### src/rtl/seg7_mux_driver_pkg.sv
// Shared types and decode table for the multiplexed 7-segment driver.
// Segment order is {g,f,e,d,c,b,a}, active-low.
package seg7_mux_driver_pkg;

  localparam logic [6:0] SEG_BLANK = 7'h7F;

  typedef enum logic [1:0] {
    ST_DEAD,
    ST_ON,
    ST_OFF
  } state_t;

  function automatic logic [6:0] hex_to_seg(input logic [3:0] h);
    logic [6:0] s;
    case (h)
      4'h0: s = 7'h40;
      4'h1: s = 7'h79;
      4'h2: s = 7'h24;
      4'h3: s = 7'h30;
      4'h4: s = 7'h19;
      4'h5: s = 7'h12;
      4'h6: s = 7'h02;
      4'h7: s = 7'h78;
      4'h8: s = 7'h00;
      4'h9: s = 7'h10;
      4'hA: s = 7'h08;
      4'hB: s = 7'h03;
      4'hC: s = 7'h46;
      4'hD: s = 7'h21;
      4'hE: s = 7'h06;
      default: s = 7'h0E;
    endcase
    return s;
  endfunction

endpackage

### src/rtl/seg7_mux_driver_if.sv
// Value/control inputs and display pins of the 7-segment driver.
// master = upstream logic driving values, slave = the driver itself.
interface seg7_mux_driver_if;
  logic [15:0] value_in;
  logic [3:0]  dp_in;
  logic        load;
  logic [3:0]  brightness;
  logic        lzb;
  logic [6:0]  seg_n;
  logic        dp_n;
  logic [3:0]  an_n;
  logic        frame_tick;

  modport master (
    output value_in, dp_in, load, brightness, lzb,
    input  seg_n, dp_n, an_n, frame_tick
  );

  modport slave (
    input  value_in, dp_in, load, brightness, lzb,
    output seg_n, dp_n, an_n, frame_tick
  );
endinterface

### src/rtl/seg7_mux_driver_hex_decode.sv
// Combinational hex nibble to active-low 7-segment pattern.
// Reusable by any display block needing the same glyphs.
module seg7_hex_decode
  import seg7_mux_driver_pkg::*;
(
  input  logic [3:0] i_hex,
  output logic [6:0] o_seg
);

  assign o_seg = hex_to_seg(i_hex);

endmodule

### src/rtl/seg7_mux_driver.sv
// 4-digit common-anode multiplexer with dead time, 16-level PWM,
// leading-zero blanking and frame-aligned double buffering.
module seg7_mux_driver
  import seg7_mux_driver_pkg::*;
#(
  parameter int CLK_HZ      = 25_000_000,
  parameter int REFRESH_HZ  = 1000,
  parameter int DEAD_CYCLES = 64
) (
  input  logic         i_clock,
  input  logic         i_reset,
  seg7_mux_driver_if.slave bus
);

  localparam int SLOT = CLK_HZ / (REFRESH_HZ * 4);
  localparam int STEP = (SLOT - DEAD_CYCLES) / 16;
  localparam int CW   = $clog2(SLOT);

  localparam logic [CW-1:0] LAST     = CW'(SLOT - 1);
  localparam logic [CW-1:0] DEAD_END = CW'(DEAD_CYCLES - 1);

  state_t        r_state;
  state_t        w_state_nxt;
  logic [CW-1:0] r_cnt;
  logic [1:0]    r_idx;

  logic [15:0] r_pend_val;
  logic [3:0]  r_pend_dp;
  logic        r_dirty;
  logic [15:0] r_val;
  logic [3:0]  r_dp;
  logic [3:0]  r_bri;
  logic        r_lzb;

  logic [6:0] r_seg_n;
  logic       r_dp_n;
  logic [3:0] r_an_n;
  logic       r_tick;

  logic [31:0] w_on_end;
  logic [31:0] w_cnt_inc;
  logic        w_bound;
  logic [3:0]  w_nib;
  logic [6:0]  w_dec;
  logic        w_zero_above;
  logic [6:0]  w_seg_pat;

  assign w_on_end  = 32'(DEAD_CYCLES) + 32'(r_bri) * 32'(STEP);
  assign w_cnt_inc = 32'(r_cnt) + 32'd1;
  assign w_bound   = (r_idx == 2'd0) && (r_cnt == '0);
  assign w_nib     = r_val[{r_idx, 2'b00} +: 4];

  seg7_hex_decode u_dec (
    .i_hex (w_nib),
    .o_seg (w_dec)
  );

  // A digit is blank only if it and every digit above it are zero.
  always_comb begin
    w_zero_above = 1'b0;
    unique case (r_idx)
      2'd3:    w_zero_above = (r_val[15:12] == 4'h0);
      2'd2:    w_zero_above = (r_val[15:8] == 8'h00);
      2'd1:    w_zero_above = (r_val[15:4] == 12'h000);
      default: w_zero_above = 1'b0;
    endcase
  end

  assign w_seg_pat = (r_lzb && w_zero_above) ? SEG_BLANK : w_dec;

  always_comb begin
    w_state_nxt = r_state;
    unique case (r_state)
      ST_DEAD:
        if (r_cnt == DEAD_END)
          w_state_nxt = (r_bri == 4'd0) ? ST_OFF : ST_ON;
      ST_ON:
        if (w_cnt_inc == w_on_end)
          w_state_nxt = ST_OFF;
      ST_OFF:
        if (r_cnt == LAST)
          w_state_nxt = ST_DEAD;
      default: w_state_nxt = ST_DEAD;
    endcase
  end

  always_ff @(posedge i_clock) begin
    if (i_reset) begin
      r_state <= ST_DEAD;
      r_cnt   <= '0;
      r_idx   <= 2'd0;
    end else begin
      r_state <= w_state_nxt;
      r_cnt   <= (r_cnt == LAST) ? '0 : r_cnt + 1'b1;
      if (r_cnt == LAST)
        r_idx <= r_idx + 1'b1;
    end
  end

  // Outputs lag the counters by one cycle, so the release edge
  // emits the first DEAD cycle of digit 0 together with frame_tick.
  always_ff @(posedge i_clock) begin
    if (i_reset) begin
      r_seg_n <= SEG_BLANK;
      r_dp_n  <= 1'b1;
      r_an_n  <= 4'hF;
      r_tick  <= 1'b0;
    end else begin
      r_tick <= w_bound;
      r_an_n <= (r_state == ST_ON) ? ~(4'b0001 << r_idx) : 4'hF;
      if (r_state == ST_DEAD) begin
        r_seg_n <= w_seg_pat;
        r_dp_n  <= ~r_dp[r_idx];
      end
    end
  end

  always_ff @(posedge i_clock) begin
    if (i_reset) begin
      r_pend_val <= '0;
      r_pend_dp  <= '0;
      r_dirty    <= 1'b0;
      r_val      <= '0;
      r_dp       <= '0;
      r_bri      <= '0;
      r_lzb      <= 1'b0;
    end else begin
      if (bus.load) begin
        r_pend_val <= bus.value_in;
        r_pend_dp  <= bus.dp_in;
      end
      // A load on the boundary edge stays pending for the next frame.
      if (w_bound) begin
        if (r_dirty) begin
          r_val <= r_pend_val;
          r_dp  <= r_pend_dp;
        end
        r_bri   <= bus.brightness;
        r_lzb   <= bus.lzb;
        r_dirty <= bus.load;
      end else if (bus.load) begin
        r_dirty <= 1'b1;
      end
    end
  end

  assign bus.seg_n      = r_seg_n;
  assign bus.dp_n       = r_dp_n;
  assign bus.an_n       = r_an_n;
  assign bus.frame_tick = r_tick;

endmodule

### src/flat_wrapper.sv
// flat-port wrapper written by rule: the top's interface ports become plain ports
module seg7_mux_driver_flat import seg7_mux_driver_pkg::*;
#(
  parameter int CLK_HZ      = 25_000_000,
  parameter int REFRESH_HZ  = 1000,
  parameter int DEAD_CYCLES = 64
)
  (i_clock, i_reset, bus_value_in, bus_dp_in, bus_load, bus_brightness, bus_lzb, bus_seg_n, bus_dp_n, bus_an_n, bus_frame_tick);
  seg7_mux_driver_if bus_i ();
  input  logic i_clock;
  input  logic i_reset;
  input wire logic [$bits(bus_i.value_in)-1:0] bus_value_in;
  input wire logic [$bits(bus_i.dp_in)-1:0] bus_dp_in;
  input wire logic [$bits(bus_i.load)-1:0] bus_load;
  input wire logic [$bits(bus_i.brightness)-1:0] bus_brightness;
  input wire logic [$bits(bus_i.lzb)-1:0] bus_lzb;
  output wire logic [$bits(bus_i.seg_n)-1:0] bus_seg_n;
  output wire logic [$bits(bus_i.dp_n)-1:0] bus_dp_n;
  output wire logic [$bits(bus_i.an_n)-1:0] bus_an_n;
  output wire logic [$bits(bus_i.frame_tick)-1:0] bus_frame_tick;
  assign bus_i.value_in = bus_value_in;
  assign bus_i.dp_in = bus_dp_in;
  assign bus_i.load = bus_load;
  assign bus_i.brightness = bus_brightness;
  assign bus_i.lzb = bus_lzb;
  assign bus_seg_n = bus_i.seg_n;
  assign bus_dp_n = bus_i.dp_n;
  assign bus_an_n = bus_i.an_n;
  assign bus_frame_tick = bus_i.frame_tick;
  seg7_mux_driver #(.CLK_HZ(CLK_HZ), .REFRESH_HZ(REFRESH_HZ), .DEAD_CYCLES(DEAD_CYCLES)) u_core (.i_clock(i_clock), .i_reset(i_reset), .bus(bus_i));
endmodule
### config.mk
export PLATFORM = sky130hd
export DESIGN_NAME = seg7_mux_driver_flat
export DESIGN_NICKNAME = d
export VERILOG_FILES = /design/src/rtl/seg7_mux_driver_pkg.sv /design/src/rtl/seg7_mux_driver_if.sv /design/src/rtl/seg7_mux_driver_hex_decode.sv /design/src/rtl/seg7_mux_driver.sv /design/src/flat_wrapper.sv
export SDC_FILE = /design/constraint.sdc
export NUM_CORES = 1
export LEC_CHECK = 0
export BUFFER_PORTS_ARGS = -buffer_cell sky130_fd_sc_hd__buf_2
export CAP_MARGIN = 20
export CORE_UTILIZATION = 56
export CTS_CLUSTER_SIZE = 40
export DETAILED_ROUTE_END_ITERATION = 8
export GPL_ROUTABILITY_DRIVEN = 1
export PLACE_DENSITY = 0.8
export SLEW_MARGIN = 20
export SYNTH_ARGS = -nofsm -noshare
export SYNTH_HDL_FRONTEND = slang
export SYNTH_SLANG_ARGS = --single-unit
### constraint.sdc
create_clock -name i_clock -period 4.6 [get_ports i_clock]
set_clock_uncertainty 0.05 [all_clocks]
set_input_delay 0.23 -clock i_clock [delete_from_list [all_inputs] [get_ports i_clock]]
set_output_delay 0.23 -clock i_clock [all_outputs]
set_load 0.03 [all_outputs]
==> report_table.html <==
<table>
<tr><th>Metric</th><th>Value</th></tr>
<tr><th colspan="2">Final layout</th></tr>
<tr><td>Fraction of layout cells with a size suffix above 1</td><td>16.1%</td></tr>
<tr><td>Finished layout cell area</td><td>4140 um2</td></tr>
<tr><td>Inserted Diodes</td><td>0</td></tr>
<tr><td>Synthesis-to-layout area growth</td><td>10.7%</td></tr>
<tr><td>Count of nets after finishing</td><td>509</td></tr>
<tr><th colspan="2">Floorplan</th></tr>
<tr><td>Y dimension of the die</td><td>83.7 um</td></tr>
<tr><td>Horizontal die dimension</td><td>83.7 um</td></tr>
<tr><td>Starting Density</td><td>58.5%</td></tr>
<tr><td>Die area</td><td>7000 um2</td></tr>
<tr><td>Count of standard-cell rows</td><td>29</td></tr>
<tr><td>Num ports</td><td>41</td></tr>
<tr><td>Area of the core</td><td>6390 um2</td></tr>
<tr><th colspan="2">STA</th></tr>
<tr><td>Count of final setup violators</td><td>0</td></tr>
<tr><td>RSZ-0062 raised after global routing</td><td>no</td></tr>
<tr><td>Slew HR</td><td>38.9%</td></tr>
<tr><td>Sum of negative setup slack</td><td>0 ns</td></tr>
<tr><td>Final clock period utilization by the worst path</td><td>69.1%</td></tr>
<tr><td>Min Clock Period, post-route</td><td>3.18 ns</td></tr>
<tr><td>Final slew viol count</td><td>0</td></tr>
<tr><td>Final Hold Fails</td><td>0</td></tr>
<tr><td>Fmax</td><td>0.315 GHz</td></tr>
<tr><td>Min setup slack post-route</td><td>1.42 ns</td></tr>
<tr><td>Post-Route Hold Slack</td><td>0.0505 ns</td></tr>
<tr><td>Worst-Margin Slew</td><td>0.917 ns</td></tr>
<tr><th colspan="2">Routing</th></tr>
<tr><td>Drt via density</td><td>5.59</td></tr>
<tr><td>Routed via count</td><td>3,004</td></tr>
<tr><td>Number of remaining DRC errors</td><td>0</td></tr>
<tr><td>Mean routed wirelength per cell</td><td>14.1 um</td></tr>
<tr><td>DRT iter0 DRCs</td><td>172</td></tr>
<tr><td>1st-pass router iterations</td><td>5</td></tr>
<tr><td>DRT antenna net count</td><td>0</td></tr>
<tr><td>Detailed Route WL</td><td>7550 um</td></tr>
<tr><th colspan="2">Global route</th></tr>
<tr><td>Largest net degree at the start of global routing</td><td>54</td></tr>
<tr><td>Grt total ovfl</td><td>0</td></tr>
<tr><td>GRT Total Usage</td><td>23.1%</td></tr>
<tr><td>Via count of the first global-routing pass</td><td>2,734</td></tr>
<tr><td>Number of antenna violations at the first check in global routing</td><td>0</td></tr>
<tr><td>Global-route wire length before repair</td><td>12,900 um</td></tr>
<tr><th colspan="2">Setup path</th></tr>
<tr><td>Crit path max-delay family</td><td>simple AND/OR/NAND/NOR gates</td></tr>
<tr><td>Crit path kind</td><td>reg -&gt; reg</td></tr>
<tr><td>Critical Path, Cell by Cell</td><td>or4_4, or4_1, or4_1, nor2_2, nand2_1, a21oi_1</td></tr>
<tr><td>Startpoint class of the critical path</td><td>flop</td></tr>
<tr><td>Slack of the worst reg-to-reg path</td><td>1.42 ns</td></tr>
<tr><td>Depth of the worst register-to-register path</td><td>6</td></tr>
<tr><td>CP most frequent cell</td><td>sky130_fd_sc_hd__or4_1</td></tr>
<tr><td>Worst-path fanout max</td><td>20</td></tr>
<tr><td>Required time at the worst-slack endpoint</td><td>4.84 ns</td></tr>
<tr><td>Slowest-stage cell, CP</td><td>sky130_fd_sc_hd__or4_1</td></tr>
<tr><td>End of the worst register-to-register path</td><td>u_core.r_val[9]$_SDFFE_PP0P_</td></tr>
<tr><td>R2r startpoint</td><td>u_core.r_cnt[9]$_SDFF_PP0_</td></tr>
<tr><td>Data arrival time of the critical path</td><td>3.41 ns</td></tr>
<tr><td>Total buffers and inverters traversed by the critical path</td><td>0</td></tr>
<tr><td>Nature of the critical path endpoint</td><td>flop</td></tr>
<tr><td>Max stage delay on crit path</td><td>0.73 ns</td></tr>
<tr><th colspan="2">Synthesis</th></tr>
<tr><td>Cell count after synthesis</td><td>429</td></tr>
<tr><td>Sequential area share after synthesis</td><td>40.7%</td></tr>
<tr><td>Warnings, synthesis</td><td>0</td></tr>
<tr><td>Syn Std Cell Area</td><td>3740 um2</td></tr>
<tr><td>EDFF count, synth</td><td>0</td></tr>
<tr><td>Syn Area/Cell</td><td>8.71 um2</td></tr>
<tr><td>FF+latch count, synth</td><td>76</td></tr>
<tr><td>Distinct cell type count of the synthesized netlist</td><td>43</td></tr>
<tr><td>Synthesized net count</td><td>481</td></tr>
<tr><td>Share of flip-flops with an asynchronous set or reset after synthesis</td><td>0%</td></tr>
<tr><td>Flip-flop cell with the highest count after synthesis</td><td>sky130_fd_sc_hd__dfxtp_1</td></tr>
<tr><th colspan="2">Clock network</th></tr>
<tr><td>Number of buffers created by CTS</td><td>9</td></tr>
<tr><td>TritonCTS clock tree</td><td>built</td></tr>
<tr><td>Root buf cell</td><td>sky130_fd_sc_hd__clkbuf_8</td></tr>
<tr><td>Cts repair resizes</td><td>0</td></tr>
<tr><td>Total setup buffers inserted after CTS</td><td>0</td></tr>
<tr><td>Clock slew seen by the registers of the worst setup and hold paths</td><td>0.08 ns</td></tr>
<tr><td>Clock sinks</td><td>76</td></tr>
<tr><td>Clock H-tree levels</td><td>3</td></tr>
<tr><td>Number of buffers between clock root and the deepest sink</td><td>2</td></tr>
<tr><td>Clk_lat worst skew</td><td>0.36 ns</td></tr>
<tr><td>Count of hold buffers inserted by post-cts repair</td><td>0</td></tr>
<tr><th colspan="2">Place</th></tr>
<tr><td>Buffers on Ports</td><td>40</td></tr>
<tr><td>Weighted congestion reported at the end of routability-driven placement</td><td>0.867</td></tr>
<tr><td>Placed Area</td><td>3930 um2</td></tr>
<tr><td>Post-Place Worst Slack</td><td>1.43 ns</td></tr>
<tr><td>Total half-perimeter wirelength after legalization and detailed placement</td><td>5410 um</td></tr>
<tr><th colspan="2">Min path</th></tr>
<tr><td>Worst Min Path Start</td><td>bus_value_in[4]</td></tr>
<tr><td>Worst Hold Path EP</td><td>u_core.r_pend_val[4]$_SDFFE_PP0P_</td></tr>
<tr><td>Hold-critical path depth</td><td>3</td></tr>
<tr><td>Path category of the worst min-delay check</td><td>in -&gt; reg</td></tr>
<tr><th colspan="2">Power and ir drop</th></tr>
<tr><td>Power density cells</td><td>338 nW/um2</td></tr>
<tr><td>Lkg Pwr</td><td>1.69 nW</td></tr>
<tr><td>Largest voltage drop on the vdd net</td><td>0.297 mV</td></tr>
<tr><th colspan="2">Job</th></tr>
<tr><td>Max-capacitance violation count</td><td>0</td></tr>
<tr><th colspan="2">Status</th></tr>
<tr><td>Status</td><td>complete, no violations</td></tr>
</table>
[flip-flops by register name, summed over array words and instances (netlist names)]
| signal | count |
|---|---|
| u_core.r_lzb | 1 |
| u_core.r_state | 2 |
| u_core.r_pend_val | 16 |
| u_core.r_pend_dp | 4 |
| u_core.bus.frame_tick | 1 |
| u_core.r_idx | 2 |
| u_core.r_dp | 4 |
| u_core.r_val | 16 |
| u_core.r_cnt | 13 |
| u_core.bus.seg_n | 7 |
| u_core.r_bri | 4 |
| u_core.bus.an_n | 4 |
| u_core.bus.dp_n | 1 |
| u_core.r_dirty | 1 |
[tightest hold or removal path, cell delays in order]
cell	delay, ns
sky130_fd_sc_hd__buf_2	0.07
sky130_fd_sc_hd__mux2i_1	0.05
sky130_fd_sc_hd__nor2_1	0.07
[synthesized netlist by cell type (2+ instances only)]
cell type	number	area, um2
sky130_fd_sc_hd__mux2i_1	30	300
sky130_fd_sc_hd__dfxtp_1	76	1520
sky130_fd_sc_hd__or3b_2	2	17.5
sky130_fd_sc_hd__o211ai_1	3	22.5
sky130_fd_sc_hd__nor2b_1	2	12.5
sky130_fd_sc_hd__or2_2	5	31.3
sky130_fd_sc_hd__a31oi_1	2	12.5
sky130_fd_sc_hd__and3_1	5	31.3
sky130_fd_sc_hd__o2111ai_1	2	17.5
sky130_fd_sc_hd__nand3_1	9	45.0
sky130_fd_sc_hd__a2111oi_0	2	17.5
sky130_fd_sc_hd__xnor2_1	16	140
sky130_fd_sc_hd__buf_4	2	15.0
sky130_fd_sc_hd__a21oi_1	29	145
sky130_fd_sc_hd__o21ai_0	14	70.1
sky130_fd_sc_hd__nand2_1	60	225
sky130_fd_sc_hd__buf_6	3	33.8
sky130_fd_sc_hd__nor3_1	6	30.0
sky130_fd_sc_hd__ha_1	24	300
sky130_fd_sc_hd__xor2_1	5	43.8
sky130_fd_sc_hd__inv_1	17	63.8
sky130_fd_sc_hd__nand2b_1	7	43.8
sky130_fd_sc_hd__a311oi_1	2	17.5
sky130_fd_sc_hd__nor2_1	53	199
sky130_fd_sc_hd__and2_1	2	12.5
sky130_fd_sc_hd__buf_1	3	11.3
sky130_fd_sc_hd__nand4_1	4	25.0
sky130_fd_sc_hd__clkbuf_1	16	60.1
sky130_fd_sc_hd__or4_1	4	30.0
sky130_fd_sc_hd__o22ai_1	3	18.8
sky130_fd_sc_hd__nor4_1	6	37.5
sky130_fd_sc_hd__mux4_2	4	90.1
[worst max path at each step]
stage,from,to,depth (start not counted)
4_1_cts,u_core.r_cnt[9]$_SDFF_PP0_,u_core.r_dp[2]$_SDFFE_PP0P_,6
6_report,u_core.r_cnt[9]$_SDFF_PP0_,u_core.r_val[9]$_SDFFE_PP0P_,6
5_1_grt,u_core.r_cnt[9]$_SDFF_PP0_,u_core.r_val[13]$_SDFFE_PP0P_,6
3_3_place_gp,u_core.r_cnt[9]$_SDFF_PP0_,u_core.r_val[3]$_SDFFE_PP0P_,6
3_5_place_dp,u_core.r_cnt[9]$_SDFF_PP0_,u_core.r_dp[2]$_SDFFE_PP0P_,6
2_1_floorplan,u_core.r_cnt[9]$_SDFF_PP0_,u_core.r_dp[0]$_SDFFE_PP0P_,8
[cell usage in the layout, fill, tap and decap left out, types with 6 or more instances in the layout]
| master | count |
|---|---|
| sky130_fd_sc_hd__ha_1 | 24 |
| sky130_fd_sc_hd__dfxtp_1 | 76 |
| sky130_fd_sc_hd__a21oi_1 | 29 |
| sky130_fd_sc_hd__nand2b_1 | 7 |
| sky130_fd_sc_hd__nor3_1 | 6 |
| sky130_fd_sc_hd__nor2_1 | 53 |
| sky130_fd_sc_hd__buf_2 | 40 |
| sky130_fd_sc_hd__clkbuf_8 | 9 |
| sky130_fd_sc_hd__o21ai_0 | 14 |
| sky130_fd_sc_hd__inv_1 | 17 |
| sky130_fd_sc_hd__mux2i_1 | 30 |
| sky130_fd_sc_hd__nand2_1 | 60 |
| sky130_fd_sc_hd__xnor2_1 | 16 |
| sky130_fd_sc_hd__nand3_1 | 9 |
[routing by layer]
| metal | share of wire, % | wire (um) | vias to the layer above | GRT usage, % |
|---|---|---|---|---|
| met5 | 0 | 0 | - | 0 |
| met4 | 1.5 | 111 | 0 | 8.17 |
| met3 | 5.6 | 420 | 10 | 6.63 |
| met2 | 45 | 3420 | 90 | 35.9 |
| met1 | 48 | 3600 | 1386 | 30.7 |
| li1 | - | - | 1518 | - |
[cells by family (layout without fill, tap and decap cells)]
logic type / after synthesis / after routing / synth area share (%)
mux: 34 / 34 / 10.4
fa+ha+maj: 24 / 24 / 8.03
simple gates: 170 / 170 / 21.0
compound gates: 63 / 63 / 9.98
buf+inv: 41 / 72 / 4.92
xor+xnor: 21 / 21 / 4.92
flops: 76 / 76 / 40.7
[power by group]
part           internal [mW]  total, mW  switching [mW]
clock                  0.298      0.542           0.244
combinational         0.0640      0.153          0.0890
sequential             0.684      0.705          0.0209
total                   1.05       1.40           0.353
[stage by stage]
| step | total power, mW | instances | utilization, % |
|---|---|---|---|
| after floorplan | 0.836 | 429 | - |
| after global placement | 0.869 | 523 | 61.5 |
| after detailed placement | 0.873 | 523 | 61.5 |
| after CTS | 1.41 | 537 | 64.7 |
| after global routing | 1.47 | 537 | 64.8 |
| final | 1.40 | 537 | 64.8 |
[area by class of cell]
cell class | count | area, um2
clock buffers | 9 | 124
fillers | 551 | 2250
inverters | 17 | 63.8
multi-input cells | 312 | 2050
flip-flops and latches | 76 | 1520
clock inverters | 5 | 78.8
repair buffers | 41 | 208
well taps | 77 | 96.3
No activity file was read; power rests on OpenSTA's default activity.
